`src/rtl/isa_pnp_pkg.sv`:
```
// Shared constants for the ISA Plug-and-Play configuration block: port
// addresses, register indices, state encodings and isolation patterns.
package isa_pnp_pkg;

  localparam logic [1:0] ST_WFK     = 2'd0;
  localparam logic [1:0] ST_SLEEP   = 2'd1;
  localparam logic [1:0] ST_ISOLATE = 2'd2;
  localparam logic [1:0] ST_CONFIG  = 2'd3;

  localparam logic [11:0] ADDR_PORT  = 12'h279;
  localparam logic [11:0] WDATA_PORT = 12'hA79;

  localparam logic [7:0] IDX_RD_PORT = 8'h00;
  localparam logic [7:0] IDX_ISOL    = 8'h01;
  localparam logic [7:0] IDX_CFG_CTL = 8'h02;
  localparam logic [7:0] IDX_WAKE    = 8'h03;
  localparam logic [7:0] IDX_CSN     = 8'h06;
  localparam logic [7:0] IDX_ACT     = 8'h30;
  localparam logic [7:0] IDX_IO_HI   = 8'h60;
  localparam logic [7:0] IDX_IO_LO   = 8'h61;
  localparam logic [7:0] IDX_IRQ     = 8'h70;

  localparam logic [7:0] ISO_PAT_A = 8'h55;
  localparam logic [7:0] ISO_PAT_B = 8'hAA;
  localparam int         ID_BITS   = 72;

  function automatic logic [7:0] iso_pattern(input logic second);
    return second ? ISO_PAT_B : ISO_PAT_A;
  endfunction

endpackage

```
`src/rtl/isa_pnp_isolator.sv`:
```
// Serial-isolation tracker: walks the 72-bit identifier two reads per bit and
// flags a lost arbitration when a zero-bit card sees 0x55 then 0xAA.
module isa_pnp_isolator
  import isa_pnp_pkg::*;
#(
  parameter logic [31:0] VENDOR_ID = 32'h0000_0000
) (
  input  logic        clk,
  input  logic        rst_n,
  input  logic        clear,
  input  logic        rd_rise,
  input  logic [71:0] serial_id,
  input  logic [7:0]  data_in,
  output logic        cur_bit,
  output logic        phase,
  output logic        done,
  output logic        lose
);

  logic [6:0]  bit_idx;
  logic        saw_a;
  logic [71:0] id_eff;

  // A tied-off serial_id falls back to the vendor/product half from the parameter
  assign id_eff  = (serial_id == '0) ? {40'h0, VENDOR_ID} : serial_id;
  assign done    = (bit_idx == 7'(ID_BITS));
  assign cur_bit = done ? 1'b0 : id_eff[bit_idx];
  assign lose    = rd_rise & ~done & ~cur_bit & phase & saw_a & (data_in == ISO_PAT_B);

  always_ff @(posedge clk or negedge rst_n) begin
    if (!rst_n) begin
      bit_idx <= '0;
      phase   <= 1'b0;
      saw_a   <= 1'b0;
    end else if (clear) begin
      bit_idx <= '0;
      phase   <= 1'b0;
      saw_a   <= 1'b0;
    end else if (rd_rise && !done) begin
      if (!phase) begin
        phase <= 1'b1;
        saw_a <= ~cur_bit & (data_in == ISO_PAT_A);
      end else begin
        phase <= 1'b0;
        saw_a <= 1'b0;
        if (!lose) bit_idx <= bit_idx + 7'd1;
      end
    end
  end

endmodule

```
`src/rtl/isa_pnp_config_ctrl.sv`:
```
// ISA PnP card-side configuration controller: decodes the address/write-data/
// read-data ports, runs the WFK/SLEEP/ISOLATE/CONFIG state machine and holds the config registers.
module isa_pnp_config_ctrl
  import isa_pnp_pkg::*;
#(
  parameter logic [31:0] VENDOR_ID = 32'h0000_0000
) (
  input  logic        clk,
  input  logic        rst_n,
  input  logic [11:0] isa_addr,
  input  logic [7:0]  isa_data_in,
  input  logic        isa_iow_n,
  input  logic        isa_ior_n,
  input  logic        isa_aen,
  input  logic        config_mode,
  input  logic [71:0] serial_id,
  output logic [7:0]  isa_data_out,
  output logic        isa_data_oe,
  output logic        key_return,
  output logic [1:0]  pnp_state,
  output logic [7:0]  csn,
  output logic [9:0]  read_port,
  output logic        activate,
  output logic [15:0] io_base,
  output logic [3:0]  irq_sel
);

  logic       iow_q, ior_q, cfg_q, cfg_q2;
  logic [7:0] index;
  logic       iow_fall, ior_fall, ior_rise_raw, ior_rise;
  logic       cfg_rise, cfg_fall, decode_on;
  logic       wr_addr, wr_data, rd_hit, iso_read, wake_iso;
  logic       iso_bit, iso_phase, iso_done, iso_lose;
  logic [7:0] rd_val;
  logic       rd_drive;

  always_ff @(posedge clk or negedge rst_n) begin
    if (!rst_n) begin
      iow_q  <= 1'b1;
      ior_q  <= 1'b1;
      cfg_q  <= 1'b0;
      cfg_q2 <= 1'b0;
    end else begin
      iow_q  <= isa_iow_n;
      ior_q  <= isa_ior_n;
      cfg_q  <= config_mode;
      cfg_q2 <= cfg_q;
    end
  end

  assign iow_fall     = iow_q & ~isa_iow_n & ~isa_aen;
  assign ior_fall     = ior_q & ~isa_ior_n & ~isa_aen;
  assign ior_rise_raw = ~ior_q & isa_ior_n;
  assign ior_rise     = ior_rise_raw & ~isa_aen;
  assign cfg_rise     = cfg_q & ~cfg_q2;
  assign cfg_fall     = ~cfg_q & cfg_q2;

  assign decode_on = (pnp_state != ST_WFK);
  assign wr_addr   = iow_fall & decode_on & (isa_addr == ADDR_PORT);
  assign wr_data   = iow_fall & decode_on & (isa_addr == WDATA_PORT);
  assign rd_hit    = decode_on & (isa_addr == {2'b00, read_port});
  assign iso_read  = rd_hit & (pnp_state == ST_ISOLATE) & (index == IDX_ISOL);
  assign wake_iso  = wr_data & (index == IDX_WAKE) & (pnp_state == ST_SLEEP) &
                     (isa_data_in == 8'h00) & (csn == 8'h00);

  isa_pnp_isolator #(.VENDOR_ID(VENDOR_ID)) u_isolator (
    .clk      (clk),
    .rst_n    (rst_n),
    .clear    (wake_iso),
    .rd_rise  (ior_rise & iso_read),
    .serial_id(serial_id),
    .data_in  (isa_data_in),
    .cur_bit  (iso_bit),
    .phase    (iso_phase),
    .done     (iso_done),
    .lose     (iso_lose)
  );

  always_comb begin
    rd_val   = 8'h00;
    rd_drive = 1'b0;
    if (pnp_state == ST_CONFIG) begin
      rd_drive = 1'b1;
      case (index)
        IDX_CSN:   rd_val = csn;
        IDX_ACT:   rd_val = {7'b0, activate};
        IDX_IO_HI: rd_val = io_base[15:8];
        IDX_IO_LO: rd_val = io_base[7:0];
        IDX_IRQ:   rd_val = {4'b0, irq_sel};
        default:   rd_val = 8'h00;
      endcase
    end else if (pnp_state == ST_ISOLATE && index == IDX_ISOL) begin
      // Zero bits and a finished sequence leave the bus floating (reads 0xFF)
      if (iso_done) begin
        rd_val = 8'hFF;
      end else if (iso_bit) begin
        rd_drive = 1'b1;
        rd_val   = iso_pattern(iso_phase);
      end
    end
  end

  always_ff @(posedge clk or negedge rst_n) begin
    if (!rst_n) begin
      isa_data_oe  <= 1'b0;
      isa_data_out <= 8'h00;
    end else if (ior_rise_raw) begin
      isa_data_oe  <= 1'b0;
      isa_data_out <= 8'h00;
    end else if (ior_fall && rd_hit) begin
      isa_data_oe  <= rd_drive;
      isa_data_out <= rd_val;
    end
  end

  always_ff @(posedge clk or negedge rst_n) begin
    if (!rst_n) begin
      pnp_state  <= ST_WFK;
      index      <= 8'h00;
      csn        <= 8'h00;
      read_port  <= 10'h000;
      activate   <= 1'b0;
      io_base    <= 16'h0000;
      irq_sel    <= 4'h0;
      key_return <= 1'b0;
    end else begin
      key_return <= 1'b0;
      if (wr_addr) index <= isa_data_in;
      if (wr_data) begin
        case (index)
          IDX_RD_PORT:
            if (pnp_state == ST_ISOLATE || pnp_state == ST_CONFIG)
              read_port <= {isa_data_in, 2'b11};
          IDX_WAKE:
            if (pnp_state == ST_SLEEP) begin
              if (isa_data_in == 8'h00 && csn == 8'h00) pnp_state <= ST_ISOLATE;
              else if (isa_data_in == csn && csn != 8'h00) pnp_state <= ST_CONFIG;
            end else if (isa_data_in != csn) begin
              pnp_state <= ST_SLEEP;
            end
          IDX_CFG_CTL: begin
            if (isa_data_in[0]) begin
              activate <= 1'b0;
              io_base  <= 16'h0000;
              irq_sel  <= 4'h0;
            end
            if (isa_data_in[2]) csn <= 8'h00;
            if (isa_data_in[1]) begin
              pnp_state  <= ST_WFK;
              key_return <= 1'b1;
            end
          end
          IDX_CSN:
            if (pnp_state == ST_ISOLATE) begin
              csn       <= isa_data_in;
              pnp_state <= ST_CONFIG;
            end else if (pnp_state == ST_CONFIG) begin
              csn <= isa_data_in;
            end
          IDX_ACT:   if (pnp_state == ST_CONFIG) activate      <= isa_data_in[0];
          IDX_IO_HI: if (pnp_state == ST_CONFIG) io_base[15:8] <= isa_data_in;
          IDX_IO_LO: if (pnp_state == ST_CONFIG) io_base[7:0]  <= isa_data_in;
          IDX_IRQ:   if (pnp_state == ST_CONFIG) irq_sel       <= isa_data_in[3:0];
          default: ;
        endcase
      end
      if (iso_lose) pnp_state <= ST_SLEEP;
      if (pnp_state == ST_WFK && cfg_rise) pnp_state <= ST_SLEEP;
      // Losing the key level overrides everything, and is silent on key_return
      if (cfg_fall) pnp_state <= ST_WFK;
    end
  end

endmodule

```
`config.mk`:
```
export PLATFORM = sky130hd
export DESIGN_NAME = isa_pnp_config_ctrl
export DESIGN_NICKNAME = d
export VERILOG_FILES = /design/src/rtl/isa_pnp_pkg.sv /design/src/rtl/isa_pnp_isolator.sv /design/src/rtl/isa_pnp_config_ctrl.sv
export SDC_FILE = /design/constraint.sdc
export NUM_CORES = 1
export LEC_CHECK = 0
export BUFFER_PORTS_ARGS = -buffer_cell sky130_fd_sc_hd__buf_2
export CAP_MARGIN = 5
export CORE_ASPECT_RATIO = 0.8
export CORE_MARGIN = 2
export CORE_UTILIZATION = 35
export CTS_BUF_LIST = sky130_fd_sc_hd__clkbuf_4 sky130_fd_sc_hd__clkbuf_8
export DETAILED_ROUTE_END_ITERATION = 10
export HOLD_SLACK_MARGIN = 0.05
export SETUP_SLACK_MARGIN = 0.1
export SYNTH_ARGS = -nofsm -noshare
export SYNTH_HDL_FRONTEND = slang
export SYNTH_SLANG_ARGS = --single-unit
```
`constraint.sdc`:
```
create_clock -name clk -period 6.9 [get_ports clk]
set_input_delay 0.69 -clock clk [delete_from_list [all_inputs] [get_ports clk]]
set_output_delay 0.69 -clock clk [all_outputs]
set_load 0.03 [all_outputs]
```
### After elaboration in Yosys (flattened, before gate mapping)

Index checks and enable logic that the tools add are counted.

| word-level totals | value |
|---|---|
| flip-flop bits (word level) | 72 |
| output and inout bits | 51 |

| cells by class | value |
|---|---|
| add/subtract/negate cells | 1 |
| $lt $le $gt $ge | 1 |
| eq/ne operators | 31 |
| muxes and demuxes | 55 |
| bitwise operators | 33 |
| reductions and logical operators | 33 |

Operators with widths:

| cell | number |
|---|---|
| 8-bit 2-to-1 mux | 10 |
| 72-bit logical NOT | 1 |
| 72-bit 2-to-1 mux | 1 |
| 8-bit case mux with 2 select lines | 3 |
| 8-bit case mux with 5 select lines | 1 |
| 8-bit by 7-bit == test with 1-bit output, second input constant | 4 |
| 7-bit 2-to-1 mux | 4 |
| 1-bit AND | 25 |
| 8-bit logical NOT | 3 |
| 2-bit 2-to-1 mux | 10 |
| 4-bit AND reduction | 5 |
| 1-bit 2-to-1 mux | 19 |
| 2-bit nonzero test | 9 |
| 8-bit by 2-bit == test with 1-bit output, second input constant | 2 |
| 16-bit 2-to-1 mux | 1 |
| 12-bit by 10-bit == test with 1-bit output | 1 |
| 12-bit by 10-bit == test with 1-bit output, second input constant | 1 |
| 12-bit == test, second input constant | 1 |
| 2-bit inequality test, second input constant | 6 |
| 5-bit inequality test, second input constant | 2 |
| 8-bit by 1-bit == test with 1-bit output, second input constant | 1 |
| 8-bit by 3-bit == test with 1-bit output, second input constant | 1 |
| 8-bit by 6-bit == test with 1-bit output, second input constant | 1 |
| 8-bit == test | 1 |
| 26 further kinds | 41 |

### Depth between registers and ports, before layout

Gate-level depths: netlist (run 1).

| logic depth | value |
|---|---|
| word-level depth | 14 |
| mapped depth | 11 |
| mapped depth without buffers | 8 |

### Cells and area by module

Synthesis (run 1) repeated with hierarchy kept, for this count alone.

| unflattened totals | value |
|---|---|
| cell total of the unflattened synthesis | 446 |
| area, all modules | 4536.9 sq um |

Modules (own cells, without submodules):

| module | instances | cells each | area an instance (sq um) |
|---|---|---|---|
| isa_pnp_config_ctrl | 1 | 308 | 3215.6 |
| isa_pnp_isolator | 1 | 138 | 1321.3 |

### Worst setup path before layout (run 1)

No wires, ideal clock.

| path | value |
|---|---|
| path type | input-to-reg |
| start | in isa_data_in[0] |
| end | reg u_isolator.phase |
| setup time | 0.129 ns |
| data arrival time | 2.444 ns |
| required time | 6.771 ns |
| setup slack | 4.327 ns |
| stages on the path | 9 |
| path buffers | 3 |
| cell sequence | clkbuf_1 -> or4_1 -> nor2_1 -> nand4b_1 -> or3_1 -> clkbuf_1 -> clkbuf_1 -> nand3_1 -> o21ai_0 |

| on the way | value |
|---|---|
| longest elaborated chain between the ends | 4 |
| elaborated cells between the ends (all ways) | 5 |
| classes of those cells | 1 x mux; 2 x bitwise; 2 x reduce/logical |

Ends and longest elaborated chain:

| element | line | source |
|---|---|---|
| start, declared | isa_pnp_config_ctrl.sv:11 | `input logic [7:0] isa_data_in,` |
| 8-bit logical NOT * | isa_pnp_config_ctrl.sv:64 | `(isa_data_in == 8'h00) & (csn == 8'h00);` |
| 1-bit AND * | isa_pnp_config_ctrl.sv:63 | `assign wake_iso = wr_data & (index == IDX_WAKE) & (pnp_state == ST_SLEEP) &` |
| 1-bit AND * | isa_pnp_config_ctrl.sv:64 |  |
| 1-bit 2-to-1 mux / 2-bit nonzero test (equally long branches) | - |  |
| end signal, assigned | isa_pnp_isolator.sv:33 | `phase <= 1'b0;` |
| end signal, assigned | isa_pnp_isolator.sv:37 | `phase <= 1'b0;` |
| end signal, assigned | isa_pnp_isolator.sv:41 | `phase <= 1'b1;` |
| end, declared | isa_pnp_isolator.sv:15 | `output logic phase,` |

Mark *: on every way between the ends. The rest lies on a longest branch, timed or not.
A chain may end at the register's enable or synchronous reset.

### Worst setup path after layout (run 1)

| path | value |
|---|---|
| start | reg u_isolator.bit_idx[0] |
| end | reg isa_data_out[3] |

| on the way | value |
|---|---|
| longest elaborated chain between the ends | 9 |
| elaborated cells between the ends (all ways) | 10 |
| classes of those cells | 1 x eq/ne; 9 x mux |

Ends and longest elaborated chain:

| element | line | source |
|---|---|---|
| start, declared | isa_pnp_isolator.sv:20 | `logic [6:0] bit_idx;` |
| start signal, assigned | isa_pnp_isolator.sv:46 | `if (!lose) bit_idx <= bit_idx + 7'd1;` |
| 1-bit binary-select mux with 7-bit select | isa_pnp_isolator.sv:27 | `assign cur_bit = done ? 1'b0 : id_eff[bit_idx];` |
| 1-bit 2-to-1 mux (not written as such) | isa_pnp_isolator.sv:27 |  |
| 1-bit 2-to-1 mux | isa_pnp_isolator.sv:27 |  |
| 8-bit 2-to-1 mux | isa_pnp_config_ctrl.sv:96 | `end else if (iso_bit) begin` |
| 8-bit 2-to-1 mux * | isa_pnp_config_ctrl.sv:94 | `if (iso_done) begin` |
| 8-bit 2-to-1 mux * | isa_pnp_config_ctrl.sv:92 | `end else if (pnp_state == ST_ISOLATE && index == IDX_ISOL) begin` |
| 8-bit 2-to-1 mux * | isa_pnp_config_ctrl.sv:82 | `if (pnp_state == ST_CONFIG) begin` |
| 8-bit 2-to-1 mux * | isa_pnp_config_ctrl.sv:110 | `end else if (ior_fall && rd_hit) begin` |
| 8-bit 2-to-1 mux * | isa_pnp_config_ctrl.sv:107 | `end else if (ior_rise_raw) begin` |
| end signal, assigned | isa_pnp_config_ctrl.sv:112 | `isa_data_out <= rd_val;` |
| end, declared | isa_pnp_config_ctrl.sv:17 | `output logic [7:0] isa_data_out,` |

Mark *: on every way between the ends. The rest lies on a longest branch, timed or not. The select of a mux whose other input is x is not followed.

==> results.md, run 1 <==
* Die height at 106.6 microns
* Die ar. at 14110 sq um
* Pwr Total at 906.4 uW
* Antenna violations before repair at 0
* Top_reg_cell synth: dfrtp_1
* Crit share post-route at 42.09%
* Residual DRC at 0
* Reg2Reg Capture Point: isa_data_out[3]
* Vias per inst at 5.360
* # nets final at 715
* Netlist Area Pre-Place at 4608 sq um
* Netlist cell types at 67
* Ys Warns at 0
* Power Dens Cells at 160.2 nW/um^2
* Metal2 WL at 6203 microns
* Most frequent cells in the layout: 148 x buf_2, 94 x nand2_1, 69 x dfrtp_1
* Crit path capture type: flip-flop
* Final min period at 2.904 ns
* Post-CTS sizing at 0
* Status: finished, final reports clean
* RSZ-0062 raised after global routing: false
* Post-synth EDFFs at 0
* WL per Instance at 17.34 microns
* Clock skew at 0.01064 ns
* Cell row count at 37
* CTS Root Cell: clkbuf_8
* ANT nets after route at 0
* Final core occ at 43.96%
* Max-slew violations at 0
* DRT Pass-1 Iters at 5
* Setup TNS at 0 ns
* Critical Path Fanout Max at 20
* Buffer and inverter count on the worst path at 1
* Buffers on Ports at 148
* Max Fclk at 0.3443 GHz
* Commonest non-fill, non-tap cell in the layout: buf_2
* Min-Delay Path Depth at 0
* Fraction of layout cells with a size suffix above 1 at 35.16%
* Yosys reg bits at 71
* Final-layout fill cell count at 1294
* RR Startpoint: u_isolator.bit_idx[0]
* Via count at 4261
* CTS clk-pin slew, worst paths at 0.08 ns
* Area after DPL at 5418 sq um
* Routability congestion estimate at 0.8185
* Post-route cell area at 5658 sq um
* Reg-to-reg slack, setup at 4.00 ns
* Hold endpoint: cfg_q2
* Final setup viols at 0
* Cts bufs inserted at 9
* Post-synth ARST share at 100.0%
* Initial Utilization at 35.81%
* Routed wl met3 at 641 microns
* Pin count of the biggest net entering global routing at 72
* Post-route setup slack at 3.996 ns
* # Post-CTS Setup Buffers at 0
* Top sig layer: met4
* Worst Hold Class: reg2reg
* Core area at 12870 sq um
* CP top delay family: compound AO/OA/AOI/OAI gates
* Area Overhead vs Synth at 22.78%
* Hold Vio Cnt, Final at 0
* Crit path max-delay cell type: dfrtp_1
* CP Launch Type: flip-flop
* Cells after Synth at 490
* Register area share after synthesis at 38.61%
* Die W at 132.3 microns
* Total routed wirelength at 13780 microns
* Later-pin clock latency in the skew report at 0.36 ns
* Hpwl dp at 10380 microns
* CTS tree: done
* WS Path Type: reg2reg
* Slew margin rel. at 38.59%
* Met1 Wirelength at 6794 microns
* Maxcap violations at 0
* Arrival time of the worst setup path at 3.11 ns
* Max clock buf depth at 2
* Initial DRC count at 367
* # diodes at 0
* Vias in the first global route at 4106
* Hold buffer count at CTS at 0
* Worst slew pin tran at 0.9211 ns
* Leak at 0.002545 uW
* Clk sinks at 71
* R2R depth at 6
* GRT Overall Usage at 19.65%
* Gr ovfl total at 0
* First-pass GRT wire length at 21970 microns
* H-tree depth reported by CTS at 3
* Pre-CTS setup slack at 3.985 ns
* CP required at 7.11 ns
* VDD IR-drop max at 0.07736 mV
* Crit-path max cell delay at 0.81 ns
* Synthesized Nets at 590
* Ports at 149
* Min-delay src: cfg_q
* Crit-path cells: inv_1 -> or3_1 -> and3_4 -> a211o_1 -> o311ai_1 -> nand3_1
* Synthesized area per cell at 9.404 sq um
## cell families (layout without fill, tap and decap cells)
kind of cell | after synthesis | count (layout) | share of synthesized area [%]
AO/OA/AOI/OAI | 86 | 86 | 12.82
XOR/XNOR | 16 | 16 | 3.041
adder cells (fa/ha/maj) | 2 | 2 | 0.5429
buffers and inverters | 46 | 176 | 4.480
flip-flops | 71 | 71 | 38.61
multiplexers | 45 | 45 | 14.39
AND/OR/NAND/NOR | 224 | 224 | 26.12
## synthesized netlist by cell type, types with 4 or more instances
master,count,share of area [%]
nor2b_1,7,0.95
inv_1,9,0.73
nor3_1,10,1.1
or4_1,5,0.81
nand3b_1,6,0.98
o21ai_0,31,3.4
nand2_1,94,7.7
xor2_1,8,1.5
nand4_1,9,1.2
xnor2_1,8,1.5
a31o_2,4,0.76
mux4_2,15,7.3
a222oi_1,4,0.87
a221oi_1,6,1.1
nand3_1,24,2.6
nor3b_1,5,0.81
nor2_1,12,0.98
dfrtp_1,69,37
mux2_2,16,3.9
and2_1,6,0.81
clkbuf_1,27,2.2
nor4_1,8,1.1
a311oi_1,5,0.95
nand2b_1,11,1.5
a21oi_1,13,1.4
mux2i_1,13,2.8
## through the flow
step / cells / hold slack (ns)
after global placement: 779 / 0.4036
after CTS: 795 / 0.4218
after detailed placement: 779 / 0.4101
after floorplan: 490 / 0.3791
after global routing: 795 / 0.4147
final: 795 / 0.4249
## per-layer routing
| metal | track usage (%) | vias up |
|---|---|---|
| li1 | - | 2056 |
| met2 | 28.91 | 111 |
| met1 | 29.34 | 2084 |
| met3 | 4.113 | 10 |
| met5 | 0 | - |
| met4 | 5.146 | 0 |
## layout make-up
type | instances | area [sq um] | share of cell area [%]
Sequential cell | 71 | 1779 | 31.45
Multi-Input combinational cell | 373 | 2623 | 46.35
Inverter | 9 | 33.78 | 0.5971
Clock buffer | 10 | 131.4 | 2.322
Timing Repair Buffer | 151 | 763.2 | 13.49
Tap cell | 175 | 219.0 | 3.870
Clock inverter | 6 | 108.9 | 1.924
## power breakdown
group          internal (uW)  total [uW]  switching (uW)
registers                419         422            3.66
logic                   37.2        78.6            41.3
clock network            243         406             162
## flip-flops by register name, indices dropped and copies added, names as in the netlist
signal	flops
cfg_q2	1
u_isolator.phase	1
index	8
ior_q	1
cfg_q	1
u_isolator.saw_a	1
pnp_state	2
iow_q	1
isa_data_oe	1
io_base	16
csn	8
u_isolator.bit_idx	7
read_port	9
isa_data_out	8
irq_sel	4
activate	1
key_return	1
## worst max path at each step
stage / start / endpoint / slack [ns] / cells past startpoint
2_1_floorplan: isa_data_in[0] / u_isolator.phase / 4.33 / 9
4_1_cts: u_isolator.bit_idx[0] / isa_data_out[3] / 3.97 / 6
6_report: u_isolator.bit_idx[0] / isa_data_out[3] / 4.00 / 6
3_5_place_dp: u_isolator.bit_idx[0] / isa_data_out[3] / 3.99 / 6
5_1_grt: u_isolator.bit_idx[0] / u_isolator.bit_idx[0] / 3.65 / 8
3_3_place_gp: u_isolator.bit_idx[0] / isa_data_out[5] / 4.09 / 6
No activity file was read; power rests on OpenSTA's default activity.
==> run 2, diff against run 1 <==
==> constraint.sdc (replaced) <==
create_clock -name clk -period 2.8 [get_ports clk]
set_input_delay 0.28 -clock clk [delete_from_list [all_inputs] [get_ports clk]]
set_output_delay 0.28 -clock clk [all_outputs]
set_load 0.03 [all_outputs]
==> results.md, run 2 (synthesis gave the netlist of run 1 again) <==
* Pin count of the biggest net entering global routing at 72
* GRT Overall Usage at 20.25%
* Antenna violations before repair at 0
* Crit path capture type: flip-flop
* Final core occ at 44.90%
* Internal at 1471 uW
* RSZ-0062 raised after global routing: false
* Status: finished, final reports clean
* Sw Ratio at 25.80%
* VDD IR-drop max at 0.2162 mV
* Leak at 0.002612 uW
* Initial DRC count at 380
* Final-layout fill cell count at 1313
* Area Overhead vs Synth at 25.39%
* First-pass GRT wire length at 22690 microns
* Gr ovfl total at 0
* Area after DPL at 5550 sq um
* Maxcap violations at 0
* Pwr Total at 1983 uW
* Vias per inst at 5.341
* Hold Vio Cnt, Final at 0
* Core area at 12870 sq um
* Worst slew pin tran at 0.5984 ns
* Residual DRC at 0
* Max-slew violations at 0
* Comb power frac at 10.3%
* Final min period at 2.573 ns
* ANT nets after route at 0
* CP required at 3.02 ns
* CTS tree: done
* Worst Hold Class: in2reg
* Crit-path cells: or4_1 -> nor2_1 -> nand4_1 -> or3_1 -> nand3_1 -> o21ai_0
* Vias in the first global route at 4297
* Max FFs per register at 16
* CTS Root Cell: clkbuf_8
* CTS clk-pin slew, worst paths at 0.08 ns
* Most flops, register: io_base
* Initial Utilization at 35.81%
* Largest regs: io_base x16, read_port x9
* Ports at 149
* Reg-to-reg slack, setup at 0.23 ns
* H-tree depth reported by CTS at 3
* CP Launch Type: flip-flop
* Clk network pwr share at 37.2%
* Crit share post-route at 91.91%
* WS Path Type: reg2reg
* Buffers on Ports at 148
* Most frequent cells in the layout: 148 x buf_2, 94 x nand2_1, 67 x dfrtp_1
* Arrival time of the worst setup path at 2.80 ns
* Die ar. at 14110 sq um
* Hpwl dp at 10820 microns
* Final setup viols at 0
* WL per Instance at 17.33 microns
* Commonest non-fill, non-tap cell in the layout: buf_2
* Max Fclk at 0.3886 GHz
* Die height at 106.6 microns
* Die W at 132.3 microns
* Crit path max-delay cell type: or3_1
* Post-route setup slack at 0.2265 ns
* Post-route cell area at 5778 sq um
* Routability congestion estimate at 0.8531
* Crit-path max cell delay at 0.67 ns
* DRT Pass-1 Iters at 5
* Later-pin clock latency in the skew report at 0.36 ns
* Slew margin rel. at 59.07%
* Cts bufs inserted at 9
* Setup TNS at 0 ns
* Power Dens Cells at 343.2 nW/um^2
* Critical Path Fanout Max at 16
* Pre-CTS setup slack at 0.2115 ns
* Clock skew at 0.01124 ns
* Sequential power share at 52.5%
* Max clock buf depth at 2
* Cell row count at 37
* Switch Pwr at 511.6 uW
* Clk sinks at 71
* Fraction of layout cells with a size suffix above 1 at 37.19%
* Via count at 4353
* # diodes at 0
* # nets final at 735
* Total routed wirelength at 14130 microns
run 2: what timing repair did:
item,4_1_cts,5_1_grt
endpoints found under the setup margin,0,21
setup buffers,0,0
endpoints found under the hold margin,72,0
hold buffers,4,0
resized for setup,0,4
run 2: final timing paths:
path	from	endpoint	cells after the start
max	index[5]	u_isolator.phase	6
min	isa_data_in[4]	io_base[4]	3
max reg2reg	index[5]	u_isolator.phase	6
min reg2reg	cfg_q	cfg_q2	0
max in group asynchronous	rst_n	isa_data_out[3]	3
min in group asynchronous	rst_n	read_port[7]	3
run 2: power groups by stage:
stage | Clock, uW | Combinational, uW | Sequential (uW)
2_1_floorplan | 0 | 78.0 | 1060
3_3_place_gp | 0 | 197 | 1060
3_5_place_dp | 0 | 201 | 1060
4_1_cts | 770 | 206 | 1040
5_1_grt | 812 | 225 | 1040
6_report | 737 | 205 | 1040
run 2: cell type report:
cell class	count	area [sq um]	share of cell area, %
sequential	71	1782	30.84
multi-input combinational	373	2634	45.58
clock buffer	10	137.6	2.382
clock inverter	6	36.28	0.6280
inverter	9	33.78	0.5847
timing repair buffer	171	935.9	16.20
tap	175	219.0	3.790
run 2: critical path, delay by kind of cell (launching register included):
kind	cells	cell delay [ns]
DFF	1	0.42
AOI/OAI and AO/OA	1	0.10
and+or+nand+nor	5	1.93
run 2: layer usage:
layer  share of wire (%)  wire (microns)  GRT usage (%)
met2                  46            6537          31.03
met3                 4.5             632          4.444
met1                  48            6846          29.39
met5                   0               0              0
met4                0.78             110          4.608
run 2: metrics by stage:
step                hold WS (ns)  std cells
finish                    0.2742        815
global route              0.2679        815
CTS                       0.2516        815
detailed placement        0.3461        795
global placement          0.3342        795
floorplan               -0.01559        490
